### src/rtl/xctrl_ws.sv
// xctrl_ws: parametrised accumulator controller with wait-state memory handshake.
// Fetches {opcode, imm} words by pc and executes them against acc and carry flag C.
// Ports:
//   clk, rst                   clock (rising edge), asynchronous active-high reset
//   pc                         address of the current instruction
//   instr_valid, instruction   instruction word for pc and its qualifier
//   rw_req, rw_rnw, rw_addr    data memory request, direction (1 = read), address
//   data_to_wr                 write data (acc at issue)
//   data_to_rd, rw_ack         read data and request completion
//   acc, carry, halted         architectural state and HALT indication
module xctrl_ws #(
    parameter int unsigned DATA_W     = 8,
    parameter int unsigned IMM_W      = 8,
    parameter int unsigned IADDR_W    = 10,
    parameter int unsigned INT_ADDR_W = 8
) (
    input  logic                  clk,
    input  logic                  rst,
    output logic [IADDR_W-1:0]    pc,
    input  logic                  instr_valid,
    input  logic [IMM_W+3:0]      instruction,
    output logic                  rw_req,
    output logic                  rw_rnw,
    output logic [INT_ADDR_W-1:0] rw_addr,
    output logic [DATA_W-1:0]     data_to_wr,
    input  logic [DATA_W-1:0]     data_to_rd,
    input  logic                  rw_ack,
    output logic [DATA_W-1:0]     acc,
    output logic                  carry,
    output logic                  halted
);

    typedef enum logic [1:0] {StFetch, StMemWait, StHalt} state_e;

    localparam logic [3:0] OpLdi  = 4'h1;
    localparam logic [3:0] OpRdw  = 4'h2;
    localparam logic [3:0] OpWrw  = 4'h3;
    localparam logic [3:0] OpAdd  = 4'h4;
    localparam logic [3:0] OpAddc = 4'h5;
    localparam logic [3:0] OpSub  = 4'h6;
    localparam logic [3:0] OpAddi = 4'h7;
    localparam logic [3:0] OpAnd  = 4'h8;
    localparam logic [3:0] OpXor  = 4'h9;
    localparam logic [3:0] OpBeq  = 4'hA;
    localparam logic [3:0] OpBne  = 4'hB;
    localparam logic [3:0] OpHalt = 4'hF;

    state_e                state_q, state_d;
    logic [3:0]            op_q, op_d;
    logic [IADDR_W-1:0]    pc_q, pc_d;
    logic [DATA_W-1:0]     acc_q, acc_d;
    logic                  carry_q, carry_d;
    logic                  rw_req_q, rw_req_d;
    logic                  rw_rnw_q, rw_rnw_d;
    logic [INT_ADDR_W-1:0] rw_addr_q, rw_addr_d;
    logic [DATA_W-1:0]     data_to_wr_q, data_to_wr_d;
    logic                  halted_q, halted_d;

    logic [3:0]            opcode;
    logic [IMM_W-1:0]      imm;
    logic [DATA_W-1:0]     sx_data;
    logic [IADDR_W-1:0]    sx_pc;
    logic [INT_ADDR_W-1:0] imm_addr;
    logic [IADDR_W-1:0]    pc_inc;

    assign opcode = instruction[IMM_W+3:IMM_W];
    assign imm    = instruction[IMM_W-1:0];
    assign pc_inc = pc_q + IADDR_W'(1);

    // Immediate is sign-extended when narrower than the target, truncated otherwise.
    if (IMM_W < DATA_W) begin : g_sx_data_ext
        assign sx_data = {{(DATA_W - IMM_W){imm[IMM_W-1]}}, imm};
    end else begin : g_sx_data_trunc
        assign sx_data = imm[DATA_W-1:0];
    end

    if (IMM_W < IADDR_W) begin : g_sx_pc_ext
        assign sx_pc = {{(IADDR_W - IMM_W){imm[IMM_W-1]}}, imm};
    end else begin : g_sx_pc_trunc
        assign sx_pc = imm[IADDR_W-1:0];
    end

    if (INT_ADDR_W <= IMM_W) begin : g_addr_trunc
        assign imm_addr = imm[INT_ADDR_W-1:0];
    end else begin : g_addr_ext
        assign imm_addr = {{(INT_ADDR_W - IMM_W){1'b0}}, imm};
    end

    always_comb begin
        state_d      = state_q;
        op_d         = op_q;
        pc_d         = pc_q;
        acc_d        = acc_q;
        carry_d      = carry_q;
        rw_req_d     = rw_req_q;
        rw_rnw_d     = rw_rnw_q;
        rw_addr_d    = rw_addr_q;
        data_to_wr_d = data_to_wr_q;
        halted_d     = halted_q;

        unique case (state_q)
            StFetch: begin
                if (instr_valid) begin
                    case (opcode)
                        OpLdi: begin
                            acc_d = sx_data;
                            pc_d  = pc_inc;
                        end
                        OpAddi: begin
                            {carry_d, acc_d} = {1'b0, acc_q} + {1'b0, sx_data};
                            pc_d = pc_inc;
                        end
                        OpBeq: pc_d = (acc_q == '0) ? pc_q + sx_pc : pc_inc;
                        OpBne: pc_d = (acc_q != '0) ? pc_q + sx_pc : pc_inc;
                        OpHalt: begin
                            halted_d = 1'b1;
                            state_d  = StHalt;
                        end
                        OpRdw, OpWrw, OpAdd, OpAddc, OpSub, OpAnd, OpXor: begin
                            op_d         = opcode;
                            rw_req_d     = 1'b1;
                            rw_rnw_d     = (opcode != OpWrw);
                            rw_addr_d    = imm_addr;
                            data_to_wr_d = acc_q;
                            state_d      = StMemWait;
                        end
                        default: pc_d = pc_inc;
                    endcase
                end
            end
            StMemWait: begin
                if (rw_ack) begin
                    rw_req_d = 1'b0;
                    pc_d     = pc_inc;
                    state_d  = StFetch;
                    case (op_q)
                        OpRdw:  acc_d = data_to_rd;
                        OpAdd:  {carry_d, acc_d} = {1'b0, acc_q} + {1'b0, data_to_rd};
                        OpAddc: {carry_d, acc_d} = {1'b0, acc_q} + {1'b0, data_to_rd}
                                                   + {{DATA_W{1'b0}}, carry_q};
                        // Borrow falls out as the top bit of the widened difference.
                        OpSub:  {carry_d, acc_d} = {1'b0, acc_q} - {1'b0, data_to_rd};
                        OpAnd:  acc_d = acc_q & data_to_rd;
                        OpXor:  acc_d = acc_q ^ data_to_rd;
                        default: ;
                    endcase
                end
            end
            StHalt: ;
            default: state_d = StFetch;
        endcase
    end

    always_ff @(posedge clk or posedge rst) begin
        if (rst) begin
            state_q      <= StFetch;
            op_q         <= 4'h0;
            pc_q         <= '0;
            acc_q        <= '0;
            carry_q      <= 1'b0;
            rw_req_q     <= 1'b0;
            rw_rnw_q     <= 1'b1;
            rw_addr_q    <= '0;
            data_to_wr_q <= '0;
            halted_q     <= 1'b0;
        end else begin
            state_q      <= state_d;
            op_q         <= op_d;
            pc_q         <= pc_d;
            acc_q        <= acc_d;
            carry_q      <= carry_d;
            rw_req_q     <= rw_req_d;
            rw_rnw_q     <= rw_rnw_d;
            rw_addr_q    <= rw_addr_d;
            data_to_wr_q <= data_to_wr_d;
            halted_q     <= halted_d;
        end
    end

    assign pc         = pc_q;
    assign acc        = acc_q;
    assign carry      = carry_q;
    assign rw_req     = rw_req_q;
    assign rw_rnw     = rw_rnw_q;
    assign rw_addr    = rw_addr_q;
    assign data_to_wr = data_to_wr_q;
    assign halted     = halted_q;

endmodule

### config.mk
export PLATFORM = sky130hd
export DESIGN_NAME = xctrl_ws
export DESIGN_NICKNAME = d
export VERILOG_FILES = /design/src/rtl/xctrl_ws.sv
export SDC_FILE = /design/constraint.sdc
export NUM_CORES = 1
export LEC_CHECK = 0
export BUFFER_PORTS_ARGS = -buffer_cell sky130_fd_sc_hd__buf_2
export CORE_AREA = 2 2 136 85
export DETAILED_ROUTE_END_ITERATION = 10
export DIE_AREA = 0 0 138 87
export PLACE_DENSITY_LB_ADDON = 0.3
export SKIP_CTS_REPAIR_TIMING = 1
export SLEW_MARGIN = 5
export SYNTH_ARGS = -nofsm -noshare
export SYNTH_HDL_FRONTEND = slang
export SYNTH_SLANG_ARGS = --single-unit
### constraint.sdc
create_clock -name clk -period 7.09 [get_ports clk]
set_clock_uncertainty 0.1 [all_clocks]
set_input_delay 0 -clock clk [delete_from_list [all_inputs] [get_ports clk]]
set_output_delay 0 -clock clk [all_outputs]
set_load 0.1 [all_outputs]
Yosys cells after proc, flatten, opt, wreduce, memory -nomap -nowiden --
Cells that the tools add are included.
Storage, ports and cells: bits in registers 44, latch bits 0, bits in writable memories 0, memory bits (read-only) 0, input bits 24, memories 0
Cells by class: add/subtract/negate cells 6, multipliers 0, div/mod/pow operators 0, $lt $le $gt $ge 0, equality and inequality tests 30, shifts and indexed selects 0, muxes and demuxes 24, bitwise gates (word level) 3, reductions and logical operators 13
Operators by type and width (number):
- 8-bit one-hot mux with 6 select lines | 1
- 10-bit 2-to-1 mux | 4
- 8-bit one-hot mux with 2 select lines | 2
- 10-bit one-hot mux with 3 select lines | 1
- 4-bit by 3-bit == test with 1-bit output (second input constant) | 7
- 4-bit == test (second input constant) | 7
- 10-bit one-hot mux with 2 select lines | 1
- 8-bit by 8-bit adder with 9-bit output | 2
- 8-bit 2-to-1 mux | 2
- 4-bit by 2-bit == test with 1-bit output (second input constant) | 3
- 4-bit AND reduction | 3
- 10-bit by 1-bit adder with 10-bit output (second input constant) | 1
- 10-bit adder | 1
- 5-bit AND reduction | 2
- 9-bit by 1-bit adder with 9-bit output | 1
- 8-bit by 8-bit subtractor with 9-bit output | 1
- 8-bit bitwise AND | 1
- 8-bit logical NOT | 1
- 8-bit nonzero test | 1
- 8-bit OR reduction | 1
- 8-bit XOR | 1
- 7-bit by 4-bit inequality test with 1-bit output (second input constant) | 1
- 7-bit OR reduction | 1
- 1-bit 2-to-1 mux | 6
- 18 further kinds | 24

Depth between registers and ports, before layout --
depth in word-level cells 5, gate-level depth with buffers 12

Worst setup path after synthesis --
OpenSTA, ideal clock, no wires.
kind reg2reg, start register acc_q[1], in the netlist acc[1], end register acc_q[7], in the netlist acc[7], library setup time 0.124 ns, data arrival time 3.131 ns, setup slack 3.735 ns, stages on the path, launching flop included 9, path buffers 0, clock period less this slack 3.355 ns, cells stage by stage dfrtp_1 -> ha_1 -> or3b_1 -> and3_4 -> xnor2_2 -> or4_1 -> o211ai_1 -> a21boi_1 -> o31a_1
Between the ends: cells in the longest elaborated chain, start to end 5, elaborated cells on any way between the ends 9
RTL lines:
- from (decl) | RTL line 51 | logic [DATA_W-1:0] acc_q, acc_d;
- from (signal assigned) | RTL line 159 | acc_q <= '0;
- from (signal assigned) | RTL line 170 | acc_q <= acc_d;
- 8-bit by 8-bit adder with 9-bit output | RTL line 138, 139
- 9-bit by 1-bit adder with 9-bit output | RTL line 140 | + {{DATA_W{1'b0}}, carry_q};
- 8-bit one-hot mux with 6 select lines | RTL line 136 | case (op_q)
- 8-bit 2-to-1 mux | RTL line 132 | if (rw_ack) begin
- 8-bit one-hot mux with 2 select lines (*) | RTL line 101 | unique case (state_q)
Mark *: on every way between the ends. The rest lies on a longest branch, timed or not. The select of a mux whose other input is x is not followed. A chain may end at the register's enable or synchronous reset.

Worst setup path in the final report --
start register acc_q[4], in the netlist acc[4], end register pc_q[9], in the netlist pc[9]
Between the ends: cells in the longest elaborated chain, start to end 5, elaborated cells on any way between the ends 7
RTL lines:
- 8-bit nonzero test / 8-bit logical NOT (equally long branches) | RTL line 114, 113
- 10-bit 2-to-1 mux, on equally long branches | RTL line 114, 113
- 10-bit one-hot mux with 3 select lines (*) | RTL line 104 | case (opcode)
- 10-bit 2-to-1 mux (*) | RTL line 103 | if (instr_valid) begin
- 10-bit one-hot mux with 2 select lines (*) | RTL line 101
- to (signal assigned) | RTL line 169 | pc_q <= pc_d;
- to (decl) | RTL line 50 | logic [IADDR_W-1:0] pc_q, pc_d;
Marks and branches as above.

==> reports/metrics.cfg <==
[status]
status=complete, but fails checks
violations=negative hold slack

[sta]
layout_worst_path_cycle_share=0.4455
period_minus_slack_ns=3.159
maxSlewHeadroom=0.3175
whs_ns=-0.006933
hold_violations=2
max_freq_mhz=316.6
setup_tns_ns=0
timing.final.max_slew_violations=0
rsz0062_at_grt=false
worstMarginPinSlew_ns=1.022
setup_viol=0

[synthesis]
syn_avg_cell_area_um2=8.397
synth_area_leaders=dfrtp_1, ha_1, mux2_2
synthSimpleGateAreaFrac=0.1837
yosys.area.top_type=dfrtp_1
synth_compound_area_frac=0.2648
syn-num-nets=566
synth_flop_cell=dfrtp_1
syn_area_mm2=0.004215
synth_mux_area_frac=0.06233
synth-edff-count=0
synth_xor_area_frac=0.05165
ys_seq_area_frac=0.2615
ys.warnings.count=0
yosys.cell_types.count=69
yosys.area.top_type_share=0.2553
synth_fa_ha_area_frac=0.1259
async_flop_share=1.000
synth_cells=502
synth-seq-cells=44
synth_top_family_by_area=compound AO/OA/AOI/OAI gates

[cts]
cts_tree=built
clock_sinks=44
cts-root-buf=clkbuf_16
cts_max_level=2
cts_buffers=5
clk_pin_slew_ns=0.07
clockBufferDepth=2
clkLatencyLatePin_ns=0.29

[worst_setup_path]
worstSetupPathType=flop to flop
cp.arrival_ns=3.26
slowest_stage=nand4_1
slowest_delay_ns=0.81
cpLargestDelayFamily=simple AND/OR/NAND/NOR gates
required_ns=7.19
end_kind=flop
cp_cell_sequence=nor4_1 -> nand2_1 -> xnor2_1 -> nand4_1 -> nor4_1 -> a2111oi_0 -> o2111ai_1
worst-path-buf-inv=0
crit_top_cell=nor4_1
crit_fanout=27
startpoint_type=flop

[grt]
grt_pass1_vias=3793
antenna_found_initial=0
grt_pass1_wl_um=21310
grt_overflow=0
track_usage=0.2220
grt_max_degree=45

[final_layout]
area_growth_syn_to_layout_pct=16.24
final_cell_mix=buf_2, dfrtp_1, nand2_1, a21oi_1, o21ai_0
post-route-util=0.4501
final_common_cell=buf_2
nets=624
antenna-diode-count=0
final_layout_size_suffix_gt1_frac=0.1747

[die]
core_area_mm2=0.01089
die_h_um=87
io_pins=62
die_area_mm2=0.01201
die-width_um=138
rows=30
start_util=0.3872

[drt]
first_iter_violations=350
dr.pass1.iters=5
dr_total_vias=4221
wirelength_um=13210
wire_per_inst_um=18.73
drc=0
detail-route-antenna-nets=0
viasPerCell=5.987

[min_path]
min_path_type=input pin to flop

[placed_design]
gp_congestion=0.9656
hpwl_um=10220
numPortBuffers=61

[job]
cap_violations=0

-- cells in the mapped netlist (all sizes together) (8+ instances only) --
cell / number
clkbuf: 16
inv: 27
mux2: 18
nand2b: 8
o21ai: 39
a21oi: 38
ha: 36
nand3: 12
a211oi: 8
nor2: 30
xnor2: 20
nor3: 12
dfrtp: 43
nand2: 38
nor2b: 16
o21a: 8
-- state kept, by name (all words and copies together), names as in the netlist --
name and cells:
op_q 4, data_to_wr 8, carry 1, acc 8, pc 10, halted 1
rw_rnw 1, state_q 2, rw_req 1, rw_addr 8
-- final timing paths --
kind	start	to	slack [ns]	cells after the start
min in group asynchronous	rst	data_to_wr[1]$_DFFE_PP0P_	0.38	3
max	acc[4]$_DFFE_PP0P_	pc[9]$_DFFE_PP0P_	3.93	7
max in group asynchronous	rst	rw_addr[4]$_DFFE_PP0P_	5.90	3
min	instruction[11]	state_q[1]$_DFFE_PP0P_	-0.007	3
min reg2reg	rw_addr[1]$_DFFE_PP0P_	rw_addr[1]$_DFFE_PP0P_	0.38	2
max reg2reg	acc[4]$_DFFE_PP0P_	pc[9]$_DFFE_PP0P_	3.93	7
-- worst min-delay path, cell delays in order --
cell,delay (ns)
buf_2,0.16
a31oi_1,0.14
nor2_1,0.05
-- metal layers --
metal / share of wire / vias to the layer above / track usage
li1: - / 1971 / -
met1: 0.52 / 2051 / 0.3598
met2: 0.39 / 189 / 0.3015
met3: 0.085 / 10 / 0.04893
met4: 0.0045 / 0 / 0.02412
met5: 0 / - / 0
-- cell families (layout without fill, tap and decap cells) --
family | after synthesis | count (layout)
fa+ha+maj | 40 | 40
simple gates | 150 | 150
compound gates | 169 | 169
flops | 44 | 44
xor+xnor | 24 | 24
buf+inv | 51 | 110
mux | 24 | 24
-- layout make-up --
cell class	count	area (um2)
clock buffer	6	138.9
clock inverter	2	38.79
fill	1097	5986
inverter	28	105.1
multi-input combinational	407	2902
sequential	44	1102
tap	144	180.2
timing repair buffer	74	432.9
-- through the flow --
stage               area [um2]  setup WS [ns]  cells  hold slack, ns
detailed placement        4602          4.087    685          0.1766
finish                    4900          3.931    705       -0.006933
CTS                       4780          4.065    693         -0.1294
global route              4900          3.666    705         0.02503
global placement          4602          4.174    685          0.1733
floorplan                 4215          3.735    502         0.01182
Power is not shown: default switching activity piles up to over one toggle a cycle in this logic, so the estimate is an artifact.
